[config.mk]
export PLATFORM = sky130hd
export DESIGN_NAME = param_matrix_multiplier_flat
export DESIGN_NICKNAME = d
export VERILOG_FILES = /design/src/rtl/param_matrix_multiplier_if.sv /design/src/rtl/param_matrix_multiplier.sv /design/src/flat_wrapper.sv
export SDC_FILE = /design/constraint.sdc
export NUM_CORES = 1
export LEC_CHECK = 0
export CAP_MARGIN = 10
export CORE_ASPECT_RATIO = 1.1
export CORE_MARGIN = 2
export CORE_UTILIZATION = 50
export DETAILED_ROUTE_END_ITERATION = 12
export HOLD_SLACK_MARGIN = 0.15
export PLACE_DENSITY = 0.76
export SYNTH_ARGS = -nofsm -noshare
export SYNTH_HDL_FRONTEND = slang
export SYNTH_SLANG_ARGS = --single-unit
[constraint.sdc]
create_clock -name clk -period 5.6 [get_ports clk]
set_input_delay 0.56 -clock clk [delete_from_list [all_inputs] [get_ports clk]]
set_output_delay 0.56 -clock clk [all_outputs]
set_load 0.005 [all_outputs]
[src/rtl/param_matrix_multiplier_if.sv]
// param_matrix_multiplier_if: start/operand inputs and streamed result outputs of the matrix multiplier
interface param_matrix_multiplier_if #(
  parameter int N = 2,
  parameter int ELEM_W = 4
);
  localparam int ACC_W = 2*ELEM_W + $clog2(N);
  localparam int IDX_W = (N*N > 1) ? $clog2(N*N) : 1;
  logic                    start;
  logic [N*N*ELEM_W-1:0]   matrix_a;
  logic [N*N*ELEM_W-1:0]   matrix_b;
  logic                    busy;
  logic                    result_valid;
  logic                    result_ready;
  logic [ACC_W-1:0]        result_data;
  logic [IDX_W-1:0]        result_index;
  logic                    done;
  logic [7:0]              matrix_count;
  modport master (
    output start, matrix_a, matrix_b, result_ready,
    input  busy, result_valid, result_data, result_index, done, matrix_count
  );
  modport slave (
    input  start, matrix_a, matrix_b, result_ready,
    output busy, result_valid, result_data, result_index, done, matrix_count
  );
endinterface

[src/rtl/param_matrix_multiplier.sv]
// param_matrix_multiplier: NxN matrix product on one sequential MAC, results streamed row-major
module param_matrix_multiplier #(
  parameter int N = 2,
  parameter int ELEM_W = 4,
  parameter bit SIGNED = 1'b0
) (
  input logic clk,
  input logic rst,
  param_matrix_multiplier_if.slave bus
);
  localparam int ACC_W = 2*ELEM_W + $clog2(N);
  localparam int IDX_W = (N*N > 1) ? $clog2(N*N) : 1;
  localparam int K_W = (N > 1) ? $clog2(N) : 1;
  localparam int M_W = N*N*ELEM_W;
  typedef enum logic [1:0] {IDLE, MAC, EMIT, DONE} state_t;
  state_t            r_state;
  logic [M_W-1:0]    r_a, r_b;
  logic [K_W-1:0]    r_i, r_j, r_k;
  logic [ACC_W-1:0]  r_acc, r_data;
  logic [IDX_W-1:0]  r_index;
  logic              r_busy, r_valid, r_done;
  logic [7:0]        r_count;
  logic [ELEM_W-1:0] w_ea, w_eb;
  logic [ACC_W-1:0]  w_xa, w_xb, w_sum;
  logic              w_k_last, w_j_last, w_last;
  assign w_ea = r_a[(int'(r_i)*N + int'(r_k))*ELEM_W +: ELEM_W];
  assign w_eb = r_b[(int'(r_k)*N + int'(r_j))*ELEM_W +: ELEM_W];
  // widening first makes the truncated product exact for both signed and unsigned operands
  assign w_xa = {{(ACC_W-ELEM_W){SIGNED && w_ea[ELEM_W-1]}}, w_ea};
  assign w_xb = {{(ACC_W-ELEM_W){SIGNED && w_eb[ELEM_W-1]}}, w_eb};
  assign w_sum = r_acc + w_xa * w_xb;
  assign w_k_last = r_k == K_W'(N-1);
  assign w_j_last = r_j == K_W'(N-1);
  assign w_last = w_j_last && r_i == K_W'(N-1);
  always_ff @(posedge clk) begin
    if (rst) begin
      r_state <= IDLE;
      r_acc   <= '0;
      r_i     <= '0;
      r_j     <= '0;
      r_k     <= '0;
      r_busy  <= 1'b0;
      r_valid <= 1'b0;
      r_done  <= 1'b0;
      r_data  <= '0;
      r_index <= '0;
      r_count <= '0;
    end else begin
      case (r_state)
        IDLE: if (bus.start) begin
          r_a     <= bus.matrix_a;
          r_b     <= bus.matrix_b;
          r_acc   <= '0;
          r_i     <= '0;
          r_j     <= '0;
          r_k     <= '0;
          r_busy  <= 1'b1;
          r_state <= MAC;
        end
        MAC: if (w_k_last) begin
          r_state <= EMIT;
          r_valid <= 1'b1;
          r_data  <= w_sum;
          r_index <= IDX_W'(int'(r_i)*N + int'(r_j));
        end else begin
          r_acc <= w_sum;
          r_k   <= r_k + 1'b1;
        end
        EMIT: if (bus.result_ready) begin
          r_valid <= 1'b0;
          r_acc   <= '0;
          r_k     <= '0;
          if (w_last) begin
            r_state <= DONE;
            r_done  <= 1'b1;
            r_count <= r_count + 1'b1;
          end else begin
            r_state <= MAC;
            r_j     <= w_j_last ? '0 : r_j + 1'b1;
            r_i     <= w_j_last ? r_i + 1'b1 : r_i;
          end
        end
        DONE: begin
          r_done  <= 1'b0;
          r_busy  <= 1'b0;
          r_state <= IDLE;
        end
        default: r_state <= IDLE;
      endcase
    end
  end
  assign bus.busy = r_busy;
  assign bus.result_valid = r_valid;
  assign bus.result_data = r_data;
  assign bus.result_index = r_index;
  assign bus.done = r_done;
  assign bus.matrix_count = r_count;
endmodule

[src/flat_wrapper.sv]
// flat-port wrapper written by rule: the top's interface ports become plain ports
module param_matrix_multiplier_flat 
#(
  parameter int N = 2,
  parameter int ELEM_W = 4,
  parameter bit SIGNED = 1'b0
)
  (clk, rst, bus_start, bus_matrix_a, bus_matrix_b, bus_result_ready, bus_busy, bus_result_valid, bus_result_data, bus_result_index, bus_done, bus_matrix_count);
  param_matrix_multiplier_if #(.N(N), .ELEM_W(ELEM_W)) bus_i ();
  input logic clk;
  input logic rst;
  input wire logic [$bits(bus_i.start)-1:0] bus_start;
  input wire logic [$bits(bus_i.matrix_a)-1:0] bus_matrix_a;
  input wire logic [$bits(bus_i.matrix_b)-1:0] bus_matrix_b;
  input wire logic [$bits(bus_i.result_ready)-1:0] bus_result_ready;
  output wire logic [$bits(bus_i.busy)-1:0] bus_busy;
  output wire logic [$bits(bus_i.result_valid)-1:0] bus_result_valid;
  output wire logic [$bits(bus_i.result_data)-1:0] bus_result_data;
  output wire logic [$bits(bus_i.result_index)-1:0] bus_result_index;
  output wire logic [$bits(bus_i.done)-1:0] bus_done;
  output wire logic [$bits(bus_i.matrix_count)-1:0] bus_matrix_count;
  assign bus_i.start = bus_start;
  assign bus_i.matrix_a = bus_matrix_a;
  assign bus_i.matrix_b = bus_matrix_b;
  assign bus_i.result_ready = bus_result_ready;
  assign bus_busy = bus_i.busy;
  assign bus_result_valid = bus_i.result_valid;
  assign bus_result_data = bus_i.result_data;
  assign bus_result_index = bus_i.result_index;
  assign bus_done = bus_i.done;
  assign bus_matrix_count = bus_i.matrix_count;
  param_matrix_multiplier #(.N(N), .ELEM_W(ELEM_W), .SIGNED(SIGNED)) u_core (.clk(clk), .rst(rst), .bus(bus_i));
endmodule
# Yosys cells after proc, flatten, opt, wreduce, memory -nomap -nowiden
# Index checks and enable logic that the tools add are counted.
# op_classes
addsub	8
n_mul	1
n_eq_ne	10
shifts	2
n_mux	28
bitwise	1
n_reduce_logical	18
# op_table
operator	n
indexed part select 16 x 32 -> 4 bit	2
two-way mux 9 bit	3
case mux 9 bit (3 select lines)	1
AND reduction 3 bit	6
two-way mux 1 bit	13
case mux 1 bit (2 select lines)	5
adder 9 bit	1
adder 8 x 1 -> 8 bit, second input constant	1
multiplier 4 x 4 -> 8 bit	1
two-way mux 2 bit	4
!= test 2 bit, second input constant	4
case mux 2 bit (4 select lines)	1
AND reduction 4 bit	2
nonzero test 2 bit	4
adder 2 x 1 -> 3 bit	2
!= test 2 x 1 -> 1 bit, second input constant	3
AND reduction 5 bit	1
equality test 2 bit, second input constant	2
AND reduction 2 bit	2
adder 1 bit, second input constant	3
case mux 1 bit (3 select lines)	1
nonzero test 3 bit	1
adder 2 x 1 -> 2 bit	1
equality test 2 x 1 -> 1 bit, second input constant	1
other kinds (3)	3
# totals
ff_bits	68
in_bits	36
wordCells	81

# Depth between registers and ports, before layout
# Gate-level depths: netlist of the first run.
# logic_depth
ltp_word	6
ltp_mapped	17
ltp_nobuf	16

# Least setup slack after synthesis of the first run
# No wires, ideal clock.
# synth_path
path_kind	register to register
start	register u_core.r_k
end	register u_core.r_acc[8]
setup_ns	0.074
t_arrival_ns	4.191
path_slack_ns	1.334
stages_incl_launch_ff	17
path_buffers	1
period_less_slack_ns	4.266
cell_sequence	dfxtp_1 buf_2 mux4_2 nand2_1 fa_1 inv_1 fa_1 ha_1 a21o_1 a21oi_1 xnor2_1 ha_1 a21o_1 or3_1 o22a_1 or2_0 a31oi_1
# synth_via
elab_chain_len	6
# synth_lines
element	line_no	rtl
start: declaration	param_matrix_multiplier.sv:18	logic [K_W-1:0] r_i, r_j, r_k;
start signal: assignment	param_matrix_multiplier.sv:67	r_k <= r_k + 1'b1;
adder 2 x 1 -> 3 bit (on tied branches)	param_matrix_multiplier.sv:26, param_matrix_multiplier.sv:27	
indexed part select 16 x 32 -> 4 bit (on tied branches)	param_matrix_multiplier.sv:26, param_matrix_multiplier.sv:27	
multiplier 4 x 4 -> 8 bit	param_matrix_multiplier.sv:31	assign w_sum = r_acc + w_xa * w_xb;
adder 9 bit	param_matrix_multiplier.sv:31	
two-way mux 9 bit	param_matrix_multiplier.sv:60	MAC: if (w_k_last) begin
case mux 9 bit (3 select lines)	param_matrix_multiplier.sv:49	case (r_state)
end signal: assignment	param_matrix_multiplier.sv:66	r_acc <= w_sum;
end: declaration	param_matrix_multiplier.sv:19	logic [ACC_W-1:0] r_acc, r_data;
# Several ways; a longest one is shown, not always the timed one. The select of a mux whose other input is x is not followed.
# A chain may end at the register's enable or synchronous reset.

# Worst setup path in the final report of the first run
# Ends and elaborated chain as after synthesis.

==> flow_metrics.tcl, run 1 <==
set metrics [dict create \
    fin_ws_ps 938 \
    timing.final.crit_share_pct 83.2 \
    min_path_type "flop to flop" \
    via_per_inst 5.42 \
    die_w_um 81.7 \
    ios 58 \
    detail_route.first_pass.iterations 4 \
    ys_types 42 \
    core_area_um2 6520 \
    num-nets-final 420 \
    num_antenna_cells 0 \
    fill_cells 547 \
    status "complete, no violations" \
    hold_viol_final 0 \
    netSwitchingPower_w 0.000341 \
    wl_per_cell_um 14.6 \
    clock_latency_ps 340 \
    clk_path_buf_depth 2 \
    p_leak_nw 1.58 \
    rr_startpoint "u_core.r_k" \
    portBuffers 57 \
    end_kind "flop" \
    drive_above_1_share_pct 7.44 \
    drt_iter0_drc 102 \
    p_int_w 0.000886 \
    relSlewSlack_pct 49.6 \
    worstPathRequired_ps 5870 \
    grt_first_pass_wirelength_mm 10.9 \
    p_comb_share_pct 22.9 \
    clock.fmax_mhz 215 \
    yosysSeqAreaShare_pct 50.6 \
    cts_tree "done" \
    gp_congestion 0.772 \
    antenna_found_initial 0 \
    die_h_um 89.5 \
    cts-root-buf "clkbuf_8" \
    p_per_area_nw_per_um2 296 \
    pwr-share-clk_pct 31.3 \
    grt_pass1_vias 2399 \
    synthArstFlopShare_pct 0 \
    synthFlopType "dfxtp_1" \
    worstMarginPinSlew_ps 753 \
    cts_setup_buffers 0 \
    clock-sinks 68 \
    drc 0 \
    die_area_um2 7310 \
    grt_overflow 0 \
    arrival_ps 4930 \
    rsz0062_at_grt "no" \
    fin_skew_ps 7.52 \
    layout_min_cycle_time_ps 4660 \
    cp_slowest_cell "dfxtp_1" \
    yosysMostFrequentCell "dfxtp_1" \
    setup_viol 0 \
    syn_area_per_cell_um2 11.1 \
    ys_ff_latch 68 \
    hp-start "u_core.bus.result_index[0]" \
    switching_share_pct 27.8 \
    wirelength_mm 6.49 \
    synth.top_cell.area_share_pct 28.9 \
    yosysTopAreaCell "edfxtp_1" \
    clk_pin_slew_ps 70 \
    startpoint_type "flop" \
    grt_usage_pct 19.9 \
    vias 2411 \
    synth.net_count 362 \
    crit_fanout 13 \
    cts_hold_buf 0 \
    ys_top_cells_by_count "dfxtp_1, edfxtp_1, nor2_1, nand2_1, a21oi_1" \
    synth_warnings 0 \
    hold_end "u_core.bus.result_index[0]" \
    ctsResizeCount 0 \
    fin_tns_setup_ps 0 \
    finalPower_w 0.00123 \
    synth_area_leaders "edfxtp_1, dfxtp_1, ha_1" \
    synth_edf_count 32 \
    cts_made_buffers 9 \
    htree_levels 3 \
    cap_viol_max_count 0 \
    synth_cells 300 \
    worst_hold_path.num_cells 2 \
    ir_drop_v 0.000192 \
    criticalPathCategory "flop to flop" \
    place_ws_ps 922 \
    dp.final_hpwl_mm 4.80 \
    syn_area_um2 3320 \
    r2r-end "u_core.r_acc[8]" \
    ant_nets 0 \
    path_cells "mux4_2, nand2_1, fa_1, inv_1, fa_1, ha_1, a21o_1, a21oi_1, xnor2_1, ha_1, a21o_1, or3_1, o22a_1, or2_0, a31oi_1" \
    r2r_slack_ps 940 \
    max_stage_delay_ps 690 \
    syn_to_final_growth_pct 24.8 \
    rows 31 \
    power_frac_seq_pct 45.8 \
    maxSlewViolCount 0 \
    grt_max_degree 46 \
    rr_worst_depth 15 \
    initial_utilization_pct 51.0 \
]
==> sequential cells by signal (all words and copies together) (netlist names) <==
signal	count
u_core.r_j	1
u_core.r_k	1
u_core.r_state	2
u_core.r_i	1
u_core.r_b	16
u_core.bus.result_index	2
u_core.bus.result_data	9
u_core.bus.matrix_count	8
u_core.r_a	16
u_core.bus.done	1
u_core.bus.busy	1
u_core.bus.result_valid	1
u_core.r_acc	9
==> cells in the final DEF (no fill, tap or decap), types with 5 or more instances in the layout <==
cell type / count
a21o_1: 6
a21oi_1: 22
and2_1: 13
clkbuf_8: 9
clkdlybuf4s50_1: 57
dfxtp_1: 36
edfxtp_1: 32
fa_1: 5
ha_1: 21
inv_1: 12
mux4_2: 8
nand2_1: 23
nand2b_1: 5
nand3_1: 5
nand3b_1: 7
nor2_1: 32
o21ai_0: 5
xnor2_1: 9
xor2_1: 7
==> how the worst max path moves through the flow <==
stage	end	slack, ps	startpoint	depth (start not counted)
2_1_floorplan	u_core.r_acc[8]	1330	u_core.r_k	16
3_3_place_gp	u_core.r_acc[8]	1060	u_core.r_k	15
3_5_place_dp	u_core.r_acc[8]	920	u_core.r_k	15
4_1_cts	u_core.r_acc[8]	920	u_core.r_k	15
5_1_grt	u_core.r_acc[8]	590	u_core.r_k	16
6_report	u_core.r_acc[8]	940	u_core.r_k	15
==> through the flow <==
stage          utilization [%]  cells  hold slack (ps)  cell area [um2]
6_report                  63.6    445              461             4150
5_1_grt                   63.6    445              483             4150
4_1_cts                   63.6    445              463             4150
3_5_place_dp              60.8    429              453             3960
3_3_place_gp              60.8    429              448             3960
2_1_floorplan                -    300              436             3320
==> cell type report <==
cell class	count	area [um2]	area share (%)
flip-flops and latches	68	1680	40.6
multi-input cells	208	1550	37.3
repair buffers	59	586	14.1
clock buffers	12	135	3.26
well taps	82	103	2.47
clock inverters	4	50.0	1.21
inverters	12	45.0	1.09
==> power by group through the flow <==
stage / Clock, W / Sequential [W] / Combinational, W
floorplan: 0 / 0.000566 / 0.000202
global placement: 0 / 0.000573 / 0.000273
detailed placement: 0 / 0.000573 / 0.000279
CTS: 0.000393 / 0.000562 / 0.000281
global route: 0.000413 / 0.000565 / 0.000318
finish: 0.000384 / 0.000562 / 0.000281
==> kinds of logic after synthesis <==
logic type	synth area share, %
and+or+nand+nor	16.1
DFF	50.6
AOI/OAI and AO/OA	9.76
adders and majority gates	10.9
buffers and inverters	2.98
xor gates and xnor gates	4.22
muxes	5.42
==> critical path: cells and delay by family (launching register included) <==
family          cells  cell delay [ps]
simple gates        3              650
xor+xnor            1              150
mux                 1              610
buf+inv             1               90
flops               1              690
compound gates      5              950
fa+ha+maj           4             1450
==> routing by layer <==
| layer | GRT usage, % | vias to the layer above | wire length [um] |
|---|---|---|---|
| li1 | - | 1185 | - |
| met1 | 24.2 | 1168 | 2770 |
| met2 | 34.2 | 48 | 3370 |
| met3 | 4.85 | 10 | 243 |
| met4 | 7.73 | 0 | 109 |
| met5 | 0 | - | 0 |
Power figures use the tool's default switching activity.
==> run 2: changes to the inputs <==
==> constraint.sdc (replaced) <==
create_clock -name clk -period 4.89 [get_ports clk]
set_input_delay 0.489 -clock clk [delete_from_list [all_inputs] [get_ports clk]]
set_output_delay 0.489 -clock clk [all_outputs]
set_load 0.005 [all_outputs]
==> run 2 against run 1 <==
  * Clock skew rose by 4.4 ps
  * Critical path type unchanged
  * Combinational power rose by 14%
  * Sequential share of layout area decreased by 0.60 points
  * Register-to-register slack worse by 630 ps
  * Sequential power grew 15%
  * Non-clock buffer count increased by 1
  * Worst hold slack better by 0.84 ps
  * Critical endpoint unchanged
  * Die area unchanged
  * Critical path depth unchanged
  * Final cell count is 0.22% higher
  * Final area grew 1.5%
  * Count of clock-buffer cells in the layout is 2 lower
==> flow_metrics.tcl, run 2 (synthesized netlist as in run 1, its figures left out) <==
set metrics [dict create \
    timing.final.crit_share_pct 93.7 \
    clock.fmax_mhz 218 \
    place_ws_ps 312 \
    grtUsageMet1_pct 23.9 \
    clk_pin_slew_ps 70 \
    crit_fanout 9 \
    use_met2_pct 32.3 \
    rr_worst_depth 15 \
    final_common_cell "clkdlybuf4s50_1" \
    htree_levels 3 \
    drc 0 \
    die_h_um 89.5 \
    relSlewSlack_pct 52.1 \
    antenna_found_initial 0 \
    clk_path_buf_depth 2 \
    worst_hold_path.num_cells 2 \
    vias 2401 \
    wl_per_cell_um 14.5 \
    drt_iter0_drc 95 \
    cts_setup_buffers 0 \
    p_per_area_nw_per_um2 361 \
    initial_utilization_pct 51.0 \
    dp.final_hpwl_mm 4.89 \
    ant_nets 0 \
    layout_min_cycle_time_ps 4580 \
    fin_ws_ps 307 \
    fin_skew_ps 12.0 \
    cts_hold_buf 0 \
    criticalPathCategory "flop to flop" \
    detail_route.first_pass.iterations 4 \
    portBuffers 57 \
    r2r-end "u_core.r_acc[8]" \
    cts_made_buffers 9 \
    cap_viol_max_count 0 \
    grt_overflow 0 \
    grt_max_degree 46 \
    use_met3_pct 5.15 \
    core_area_um2 6520 \
    num_antenna_cells 0 \
    hp-start "u_core.bus.result_data[3]" \
    die_w_um 81.7 \
    top_usage_layer "met2" \
    cts_tree "done" \
    clock-sinks 68 \
    rsz0062_at_grt "no" \
    layout_common_cells "clkdlybuf4s50_1, dfxtp_1, nor2_1, edfxtp_1, nand2_1" \
    end_kind "flop" \
    min_path_type "flop to flop" \
    wirelength_mm 6.47 \
    r2r_slack_ps 310 \
    p_leak_nw 1.62 \
    die_area_um2 7310 \
    gp_congestion 0.869 \
    rows 31 \
    drive_above_1_share_pct 8.52 \
    ir_drop_v 0.000264 \
    top_regs "u_core.r_a x16, u_core.r_b x16" \
    grt_pass1_vias 2333 \
    clock_latency_ps 350 \
    ios 58 \
    via_per_inst 5.38 \
    fin_tns_setup_ps 0 \
    num-nets-final 421 \
    ctsResizeCount 0 \
    cts-root-buf "clkbuf_8" \
    status "complete, no violations" \
    syn_to_final_growth_pct 26.7 \
    startpoint_type "flop" \
    maxSlewViolCount 0 \
    hold_viol_final 0 \
    hold_end "u_core.bus.result_data[3]" \
    grt_first_pass_wirelength_mm 10.4 \
    rr_startpoint "u_core.r_k" \
    arrival_ps 4850 \
    worstMarginPinSlew_ps 715 \
    grt_usage_pct 19.3 \
    worstPathRequired_ps 5160 \
    setup_viol 0 \
]
==> run 2: critical path: stages (launching register included) <==
cell	delay [ps]
dfxtp_1	600
mux4_2	610
nand2_1	120
fa_1	430
inv_1	90
fa_1	420
ha_1	310
a21o_1	160
a21oi_1	210
xnor2_1	150
ha_1	290
a21o_1	200
or3_1	310
o22a_1	230
or2_0	230
a31oi_1	160
==> run 2: worst max path at each step <==
stage	start	endpoint	slack (ps)	cells after the start
2_1_floorplan	u_core.r_k	u_core.r_acc[8]	620	16
3_3_place_gp	u_core.r_k	u_core.r_acc[8]	450	15
3_5_place_dp	u_core.r_k	u_core.r_acc[8]	310	15
4_1_cts	u_core.r_k	u_core.r_acc[8]	280	15
5_1_grt	u_core.r_k	u_core.r_acc[8]	60	16
6_report	u_core.r_k	u_core.r_acc[8]	310	15
==> run 2: layout make-up <==
cell class / count / area, um2
Sequential cell: 68 / 1680
Inverter: 12 / 45.0
Fill cell: 506 / 2310
Clock inverter: 6 / 113
Multi-Input combinational cell: 208 / 1550
Timing Repair Buffer: 60 / 593
Clock buffer: 10 / 128
Tap cell: 82 / 103
==> run 2: metrics by stage <==
| step | power [W] | std cells | hold WS (ps) | util (%) | cell area (um2) |
|---|---|---|---|---|---|
| finish | 0.00152 | 446 | 461 | 64.6 | 4210 |
| global route | 0.00159 | 446 | 490 | 64.6 | 4210 |
| CTS | 0.00153 | 446 | 467 | 64.6 | 4210 |
| detailed placement | 0.000979 | 430 | 457 | 60.9 | 3970 |
| global placement | 0.000969 | 430 | 447 | 60.9 | 3970 |
| floorplan | 0.000880 | 300 | 436 | - | 3320 |
==> run 2: where the power goes <==
part	total (W)	internal [W]	switching [W]
sequential	0.000644	0.000626	0.0000181
clock	0.000554	0.000340	0.000214
combinational	0.000321	0.000154	0.000167
total	0.00152	0.00112	0.000400
==> run 2: routing by layer <==
metal	up-vias	wire length (um)	share of wire, %
li1	1188	-	-
met1	1142	2830	44
met2	59	3250	50
met3	12	261	4.0
met4	0	120	1.9
met5	-	0	0
==> run 3: changes to the inputs <==
--- a/config.mk
+++ b/config.mk
@@ -12,6 +12,7 @@
 export DETAILED_ROUTE_END_ITERATION = 12
 export HOLD_SLACK_MARGIN = 0.15
 export PLACE_DENSITY = 0.76
+export SLEW_MARGIN = 5
 export SYNTH_ARGS = -nofsm -noshare
 export SYNTH_HDL_FRONTEND = slang
 export SYNTH_SLANG_ARGS = --single-unit
==> results of run 3 <==
Same layout as run 2: the final DEF is identical, and so are final timing and power.
